--- config.mk ---
export PLATFORM = sky130hd
export DESIGN_NAME = reg_file_mp
export DESIGN_NICKNAME = d
export VERILOG_FILES = /design/src/rtl/reg_file_pkg.sv /design/src/rtl/reg_file_clear_fsm.sv /design/src/rtl/reg_file_mp.sv
export SDC_FILE = /design/constraint.sdc
export NUM_CORES = 1
export LEC_CHECK = 0
export ABC_CLOCK_PERIOD_IN_PS = 4200
export BUFFER_PORTS_ARGS = -buffer_cell sky130_fd_sc_hd__buf_4
export CAP_MARGIN = 5
export CORE_MARGIN = 2
export CORE_UTILIZATION = 45
export CTS_CLUSTER_DIAMETER = 40
export DETAILED_ROUTE_END_ITERATION = 6
export SLEW_MARGIN = 20
export SYNTH_ARGS = -nofsm -noshare
export SYNTH_HDL_FRONTEND = slang
export SYNTH_SLANG_ARGS = --single-unit
export TNS_END_PERCENT = 100
--- constraint.sdc ---
create_clock -name CLK -period 4.2 [get_ports CLK]
set_clock_uncertainty 0.2 [all_clocks]
set_input_delay 0.63 -clock CLK [delete_from_list [all_inputs] [get_ports CLK]]
set_output_delay 0.63 -clock CLK [all_outputs]
set_load 0.05 [all_outputs]
--- src/rtl/reg_file_pkg.sv ---
// Shared types and default sizing for the multi-port register file.
package reg_file_pkg;

    typedef enum logic {IDLE = 1'b0, SWEEP = 1'b1} clr_state_t;

    localparam int DEF_DATA_WIDTH     = 8;
    localparam int DEF_NUM_REGS       = 8;
    localparam int DEF_NUM_READ_PORTS = 2;

endpackage

--- src/rtl/reg_file_clear_fsm.sv ---
// Sequential clear engine: walks ptr over every entry, one per cycle,
// while BUSY is high.
module reg_file_clear_fsm
    import reg_file_pkg::*;
#(
    parameter int NUM_REGS   = DEF_NUM_REGS,
    parameter int ADDR_WIDTH = $clog2(NUM_REGS)
) (
    input  logic                  CLK,
    input  logic                  RESET,
    input  logic                  clear,
    output logic                  busy,
    output logic                  clr_en,
    output logic [ADDR_WIDTH-1:0] clr_addr
);

    localparam logic [ADDR_WIDTH-1:0] LAST = ADDR_WIDTH'(NUM_REGS - 1);

    clr_state_t            state;
    logic [ADDR_WIDTH-1:0] ptr;

    // A clear request seen during SWEEP is dropped, not queued.
    always_ff @(posedge CLK) begin
        if (RESET) begin
            state <= IDLE;
            ptr   <= '0;
        end else begin
            case (state)
                IDLE: begin
                    if (clear) begin
                        state <= SWEEP;
                        ptr   <= '0;
                    end
                end
                SWEEP: begin
                    if (ptr == LAST) begin
                        state <= IDLE;
                        ptr   <= '0;
                    end else begin
                        ptr <= ptr + 1'b1;
                    end
                end
                default: state <= IDLE;
            endcase
        end
    end

    assign busy     = (state == SWEEP);
    assign clr_en   = busy;
    assign clr_addr = ptr;

endmodule

--- src/rtl/reg_file_mp.sv ---
// Parametrised multi-port register file with clear sweep and write-reject flag.
// Optional write-to-read forwarding under REGFILE_BYPASS_EN.
module reg_file_mp
    import reg_file_pkg::*;
#(
    parameter int DATA_WIDTH     = DEF_DATA_WIDTH,
    parameter int NUM_REGS       = DEF_NUM_REGS,
    parameter int ADDR_WIDTH     = $clog2(NUM_REGS),
    parameter int NUM_READ_PORTS = DEF_NUM_READ_PORTS,
    parameter int ZERO_REG       = 0
) (
    input  logic                                 CLK,
    input  logic                                 RESET,
    input  logic [DATA_WIDTH-1:0]                IN,
    input  logic [ADDR_WIDTH-1:0]                INADDRESS,
    input  logic                                 WRITE,
    input  logic [NUM_READ_PORTS*ADDR_WIDTH-1:0] OUTADDRESS,
    output logic [NUM_READ_PORTS*DATA_WIDTH-1:0] OUT,
    input  logic                                 CLEAR,
    output logic                                 BUSY,
    output logic                                 WRITE_DROPPED
);

    localparam logic [ADDR_WIDTH:0] NREGS = (ADDR_WIDTH + 1)'(NUM_REGS);

    logic [DATA_WIDTH-1:0] store [NUM_REGS];
    logic                  clr_en;
    logic [ADDR_WIDTH-1:0] clr_addr;
    logic                  wr_ok;
    logic                  wr_rej;

    function automatic logic addr_ok(input logic [ADDR_WIDTH-1:0] a);
        return {1'b0, a} < NREGS;
    endfunction

    function automatic logic is_zero_reg(input logic [ADDR_WIDTH-1:0] a);
        return (ZERO_REG != 0) && (a == '0);
    endfunction

    reg_file_clear_fsm #(
        .NUM_REGS   (NUM_REGS),
        .ADDR_WIDTH (ADDR_WIDTH)
    ) u_clr (
        .CLK      (CLK),
        .RESET    (RESET),
        .clear    (CLEAR),
        .busy     (BUSY),
        .clr_en   (clr_en),
        .clr_addr (clr_addr)
    );

    // Writes to the hardwired zero register are neither stored nor flagged.
    assign wr_ok  = WRITE && !RESET && !BUSY && addr_ok(INADDRESS) && !is_zero_reg(INADDRESS);
    assign wr_rej = WRITE && (BUSY || !addr_ok(INADDRESS));

    always_ff @(posedge CLK) begin
        if (RESET) begin
            for (int i = 0; i < NUM_REGS; i++) store[i] <= '0;
            WRITE_DROPPED <= 1'b0;
        end else begin
            WRITE_DROPPED <= wr_rej;
            if (clr_en) store[clr_addr] <= '0;
            if (wr_ok)  store[INADDRESS] <= IN;
        end
    end

    for (genvar g = 0; g < NUM_READ_PORTS; g++) begin : g_rd
        logic [ADDR_WIDTH-1:0] ra;
        logic [DATA_WIDTH-1:0] rdata;

        assign ra = OUTADDRESS[g*ADDR_WIDTH +: ADDR_WIDTH];

        always_comb begin
            rdata = '0;
            if (addr_ok(ra) && !is_zero_reg(ra)) rdata = store[ra];
`ifdef REGFILE_BYPASS_EN
            if (wr_ok && (ra == INADDRESS)) rdata = IN;
`endif
        end

        assign OUT[g*DATA_WIDTH +: DATA_WIDTH] = rdata;
    end

endmodule

==> out/metrics.csv, run 1 <==
stage;metric;value;unit
status;outcome;completed;
worst_setup_path;critPathMaxStageDelay;550;ps
sta;hold_viol;0;
worst_setup_path;end_kind;output port;
logic_synthesis;yosys_warnings;0;
power_and_ir_drop;p_sw;0.435;mW
power_and_ir_drop;internal-power;1.17;mW
logic_synthesis;syn_nets;274;
logic_synthesis;synth-seq-cells;69;
logic_synthesis;synth_cell_types;28;
power_and_ir_drop;p_total;1.60;mW
global_routing;grt_max_degree;22;
worst_setup_path;crit_required;3370;ps
sta;fin_crit_sh;0.671;
cts;cts.sinks;69;
cts;clock_latency;330;ps
routing;antenna_left;0;
sta;slew_headroom;0.359;
finish;nets;309;
worst_setup_path;crit_top_cell;buf_4;
placement;dpl_cell_area;4180;µm²
floorplanning;die_x;96.1;µm
placement;portBuffers;38;
logic_synthesis;ys_seq_area_frac;0.529;
finish;diodes;0;
global_routing;grt_use_total;0.214;
worst_setup_path;path_max_fanout;16;
routing;first_pass_iters;4;
global_routing;grt_pass1_wl;13500;µm
sta;setup_viol;0;
cts;numCtsBuffers;9;
floorplanning;row_count;33;
cts;cts_tree;done;
power_and_ir_drop;sw_frac_of_total;0.271;
sta;holdWs;379;ps
floorplanning;start_util;0.465;
placement;dpl.hpwl;5870;µm
global_routing;grt_pass1_vias;2254;
cts;cts_max_path_buffers;2;
routing;wl_per_cell;22.2;µm
worst_setup_path;path_cells;buf_4, mux4_2, mux2_2, buf_4;
sta;maxSlewViolCount;0;
worst_setup_path;critical_path.top_delay_family;multiplexers;
run;maxCapViolations;0;
power_and_ir_drop;peakVddDrop;149;µV
worst_setup_path;cp-start-kind;input port;
cts;cts_resized;0;
routing;dr_total_vias;2276;
routing;drt-initial-drc-count;198;
sta;grt_setup_unrepaired;false;
power_and_ir_drop;clockPowerShare;0.329;
routing;drcViolationCount;0;
worst_hold_path;hold_class;input port to register;
routing;viasPerCell;5.75;
cts;h-tree-depth;3;
power_and_ir_drop;power_frac_seq;0.501;
cts;post-cts-setup-buffers;0;
logic_synthesis;syn-instance-count;251;
sta;tns;0;ps
finish;syn_to_final_growth;14.3;%
placement;gp_congestion;0.782;
power_and_ir_drop;p_leak;1.64;nW
finish;drive_gt1_frac;0.361;
worst_setup_path;cp_num_buf_inv;2;
floorplanning;pin_count;39;
power_and_ir_drop;power.density;367;nW/µm²
worst_setup_path;slowest_stage;mux4_2;
worst_setup_path;cp.arrival;1990;ps
sta;tightest_slew;958;ps
worst_setup_path;r2r_slack;1680;ps
logic_synthesis;synth.avg_cell_area;15.2;µm²
global_routing;antenna_found_initial;0;
cts;cts_hold_buf;0;
finish;fill_cells;670;
cts;cts_root_buf;clkbuf_8;
floorplanning;die_y;96.1;µm
global_routing;grt-ovfl-total;0;
floorplanning;core_area;8220;µm²
floorplanning;die_area;9240;µm²
cts;path_clk_slew;70;ps
worst_setup_path;worst-setup-path-type;input port to output port;
finish;fin_area;4370;µm²
power_and_ir_drop;p_comb_frac;0.170;
sta;max_freq;355;MHz
routing;wl;8810;µm
logic_synthesis;synth_area;3820;µm²
finish;finalCoreUtilization;0.532;
sta;period_needed;2820;ps
[layout make-up]
| cell class | instances | area (µm²) | area share |
|---|---|---|---|
| timing repair buffer | 38 | 285 | 0.0653 |
| multi-input combinational | 168 | 1740 | 0.398 |
| sequential | 69 | 2020 | 0.463 |
| clock inverter | 6 | 62.6 | 0.0143 |
| clock buffer | 10 | 128 | 0.0292 |
| tap | 105 | 131 | 0.0301 |
[kinds of logic after synthesis]
| group | count (synthesis) | share of synthesized area |
|---|---|---|
| flops | 69 | 0.529 |
| simple gates | 97 | 0.156 |
| fa+ha+maj | 2 | 0.00655 |
| buf+inv | 14 | 0.0154 |
| mux | 52 | 0.246 |
| compound gates | 17 | 0.0462 |
[worst register-to-register path, delay by kind of cell (launching register included)]
family | cells | cell delay (ps)
DFF | 1 | 450
AOI/OAI and AO/OA | 1 | 640
and+or+nand+nor | 1 | 650
muxes | 1 | 210
[cell usage after synthesis, drive strengths merged]
cell	n	area share
and2	65	0.11
edfxtp	64	0.50
mux4	32	0.19
mux2	16	0.047
nor2	10	0.0098
nand2b	8	0.013
buf	7	0.0085
clkbuf	7	0.0069
a21o	6	0.012
a21oi	5	0.0065
dfxtp	5	0.026
mux2i	4	0.010
a2111oi	3	0.022
nand2	3	0.0029
or3b	3	0.0069
ha	2	0.0065
nand3b	2	0.0039
o21bai	2	0.0039
and3	1	0.0016
and3b	1	0.0023
nand4bb	1	0.0029
nor3b	1	0.0020
o22a	1	0.0023
or2	1	0.0016
or4b	1	0.0026
[per-stage QoR]
step	cells	setup WS, ps
2_1_floorplan	251	1310
3_5_place_dp	380	1320
3_3_place_gp	380	1340
6_report	396	1380
5_1_grt	396	1320
4_1_cts	396	1370
[metal layers]
metal	GRT usage	vias up	wire, µm
li1	-	1036	-
met1	0.307	1171	4020
met2	0.343	59	4300
met3	0.0290	10	383
met4	0.0571	0	103
met5	0	-	0
[power groups by stage]
stage	combinational [mW]	sequential, mW	clock (mW)
floorplan	0.193	0.812	0
global placement	0.275	0.816	0
detailed placement	0.275	0.818	0
CTS	0.276	0.802	0.536
global route	0.291	0.806	0.567
finish	0.273	0.802	0.527
[sequential cells by signal, indices dropped and copies added, names as in the netlist]
| register | cells |
|---|---|
| WRITE_DROPPED | 1 |
| u_clr.busy | 1 |
| store | 64 |
| u_clr.clr_addr | 3 |
[layout by cell type (no fill, tap or decap), types with 2 or more instances in the layout]
cell and instances:
a2111oi_4 3, a21o_1 6, a21oi_1 5, and2_1 64, buf_4 38, clkbuf_8 9, clkinvlp_4 2, dfxtp_1 5
edfxtp_1 64, ha_1 2, mux2_2 16, mux2i_1 4, mux4_2 32, nand2_1 3, nand2b_1 8, nand3b_1 2
nor2_1 10, o21bai_1 2, or3b_1 2
[path summary, 6_finish.rpt]
kind / end / cells after the start / start
min reg2reg: u_clr.clr_addr[0]$_SDFFE_PP0P_ / 3 / u_clr.clr_addr[0]$_SDFFE_PP0P_
max: OUT[7] / 4 / OUTADDRESS[0]
max reg2reg: store[0][1]$_SDFFCE_PN0P_ / 3 / u_clr.busy$_SDFF_PP0_
min: u_clr.clr_addr[0]$_SDFFE_PP0P_ / 3 / CLEAR
Note: power is estimated with default switching activity, not from simulation.
==> run 2: changes to the inputs <==
ABC_AREA = 1   (was unset)
ABC_CLOCK_PERIOD_IN_PS = 2600   (was 4200)
clock period = 2.6 ns   (was 4.2 ns; I/O delays follow)
==> run 2 against run 1 <==
Net effect:
- global-route usage up 2.6 points
- clock-buffer cell count shrank 1
- sequential power increased by 61%
- final cell count is 51% higher
- design area barely moved
- synthesized area down 0.20%
- setup slack got worse by 1200 ps
- combinational power up 71%
- die area shrank 0.19%
- largest cell class unchanged
==> out/metrics.csv, run 2 <==
stage;metric;value;unit;change
global_routing;grt_pass1_vias;3067;;+36%
finish;nets;509;;+65%
routing;drt-initial-drc-count;321;;+62%
logic_synthesis;synth.avg_cell_area;8.36;µm²;-45%
worst_setup_path;cp_num_buf_inv;3;;+1
floorplanning;row_count;33;;unchanged
finish;top_register;store;;
sta;grt_setup_unrepaired;false;;
finish;finalCoreUtilization;0.531;;about the same
power_and_ir_drop;peakVddDrop;305;µV;+100%
worst_setup_path;cp-start-kind;input port;;
global_routing;grt_use_total;0.239;;+0.0258
routing;wl;10300;µm;+17%
sta;maxSlewViolCount;0;;unchanged
worst_hold_path;hold_class;input port to register;;
global_routing;antenna_found_initial;0;;unchanged
global_routing;grt_max_degree;33;;+50%
worst_setup_path;end_kind;output port;;
logic_synthesis;ys_async_sr_fraction;0;;unchanged
placement;portBuffers;38;;unchanged
cts;cts_root_buf;clkbuf_8;;
logic_synthesis;synth_flop_cell;edfxtp_1;;
logic_synthesis;synthTopCellsByArea;edfxtp_1 50%, o21ai_0 12%, nor2_1 9.8%;;
logic_synthesis;synth_area;3810;µm²;-0.20%
finish;layout_common_cells;100 x nor2_1, 89 x o21ai_0, 74 x nand2_1;;
status;outcome;completed;;
cts;cts_hold_buf;0;;unchanged
routing;wl_per_cell;17.3;µm;-22%
worst_setup_path;critical_path.top_delay_family;buffers and inverters;;
routing;antenna_left;0;;unchanged
global_routing;grt_pass1_wl;16100;µm;+19%
finish;mostFrequentLayoutCell;nor2_1;;
floorplanning;die_y;96.0;µm;about the same
sta;setup_viol;0;;unchanged
worst_setup_path;worst-setup-path-type;input port to output port;;
logic_synthesis;synth_cell_types;25;;-11%
logic_synthesis;ys_seq_area_frac;0.530;;+0.00104
sta;tns;0;ps;unchanged
sta;fin_crit_sh;0.924;;
cts;path_clk_slew;70;ps;about the same
worst_setup_path;cp.arrival;1810;ps;-180 ps
logic_synthesis;syn_nets;479;;+75%
routing;drcViolationCount;0;;unchanged
floorplanning;core_area;8220;µm²;unchanged
finish;diodes;0;;unchanged
worst_setup_path;crit_required;2010;ps;-1360 ps
logic_synthesis;synthTopCellsByCount;100 x nor2_1, 89 x o21ai_0, 74 x nand2_1, 64 x edfxtp_1, 34 x a21oi_1;;
worst_setup_path;path_max_fanout;24;;+8
floorplanning;die_area;9220;µm²;-0.19%
cts;post-cts-setup-buffers;0;;unchanged
cts;cts.sinks;69;;unchanged
cts;h-tree-depth;3;;unchanged
worst_setup_path;slowest_stage;inv_1;;
cts;cts_resized;0;;unchanged
logic_synthesis;yosys.cell_count.top_type;nor2_1;;
worst_setup_path;path_cells;buf_4, inv_1, nor2_1, o21ai_0, nand2_1, nand2_1, buf_4;;
placement;gp_congestion;0.835;;+6.9%
logic_synthesis;yosys_warnings;0;;unchanged
placement;dpl.hpwl;7290;µm;+24%
logic_synthesis;yosysTopAreaCell;edfxtp_1;;
sta;period_needed;2400;ps;
routing;dr_total_vias;3279;;+44%
worst_setup_path;critPathMaxStageDelay;450;ps;-100 ps
logic_synthesis;post-synth-top-area-fraction;0.504;;+0.000991
sta;hold_viol;0;;unchanged
cts;cts_tree;done;;
finish;drive_gt1_frac;0.153;;-0.208
power_and_ir_drop;power.density;619;nW/µm²;+69%
global_routing;grt-ovfl-total;0;;unchanged
floorplanning;start_util;0.464;;-0.000914
power_and_ir_drop;p_leak;1.76;nW;+7.4%
cts;cts_max_path_buffers;2;;unchanged
sta;max_freq;416;MHz;
run;maxCapViolations;0;;unchanged
routing;first_pass_iters;5;;+1
logic_synthesis;synth-edff-count;64;;unchanged
logic_synthesis;syn-instance-count;456;;+82%
sta;slew_headroom;0.617;;+0.258
finish;largest_reg_flops;64;;unchanged
finish;syn_to_final_growth;14.5;%;
floorplanning;die_x;96.0;µm;about the same
routing;viasPerCell;5.50;;-4.3%
logic_synthesis;synth-seq-cells;69;;unchanged
sta;tightest_slew;574;ps;-383 ps
cts;clock_latency;340;ps;about the same
floorplanning;pin_count;39;;unchanged
cts;numCtsBuffers;9;;unchanged
[run 2: where the power goes]
group / internal (mW) / switching, mW / leakage, nW
clock network: 0.535 / 0.406 / 0.107
registers: 1.26 / 0.0309 / 0.706
logic: 0.130 / 0.338 / 0.950
[run 2: logic make-up (layout without fill, tap and decap cells)]
kind of cell	Yosys count	count (layout)	synth area share
flops	69	69	0.530
compound gates	134	134	0.177
simple gates	200	200	0.231
buf+inv	51	86	0.0545
fa+ha+maj	2	2	0.00656
[run 2: worst paths after layout]
kind,from,end,slack (ps),cells after the start
max,OUTADDRESS[0],OUT[2],200,7
min,RESET,u_clr.clr_addr[1]$_SDFFE_PP0P_,50,2
max reg2reg,u_clr.busy$_SDFF_PP0_,store[0][7]$_SDFFCE_PN0P_,540,6
min reg2reg,u_clr.clr_addr[1]$_SDFFE_PP0P_,u_clr.clr_addr[1]$_SDFFE_PP0P_,310,2
[run 2: metal layers]
layer	GRT usage	wire length, µm	vias to the layer above
li1	-	-	1598
met1	0.346	4550	1525
met2	0.371	4800	150
met3	0.0446	892	6
met4	0.0631	77	0
met5	0	0	-
[run 2: worst reg2reg max path, cell delays in order (launching register included)]
cell and delay, ps:
dfxtp_1 510, inv_4 100, nand3_1 110, nand2_1 90, nor2_4 240, nand2_4 140, nand2_1 330
[run 2: per-stage QoR]
step	power, mW	cells	hold slack, ps	cell area, µm²	setup WS (ps)
5_1_grt	2.82	596	43.7	4370	115
4_1_cts	2.71	596	43.8	4370	222
6_report	2.70	596	50.7	4370	196
3_5_place_dp	1.78	580	307	4150	211
3_3_place_gp	1.78	580	301	4150	211
2_1_floorplan	1.63	456	259	3810	413
[run 2: area by class of cell]
type,instances,area [µm²]
Fill cell,772,3850
Tap cell,105,131
Clock inverter,7,90.1
Timing Repair Buffer,40,300
Sequential cell,69,2020
Multi-Input combinational cell,336,1580
Clock buffer,9,124
Inverter,30,115
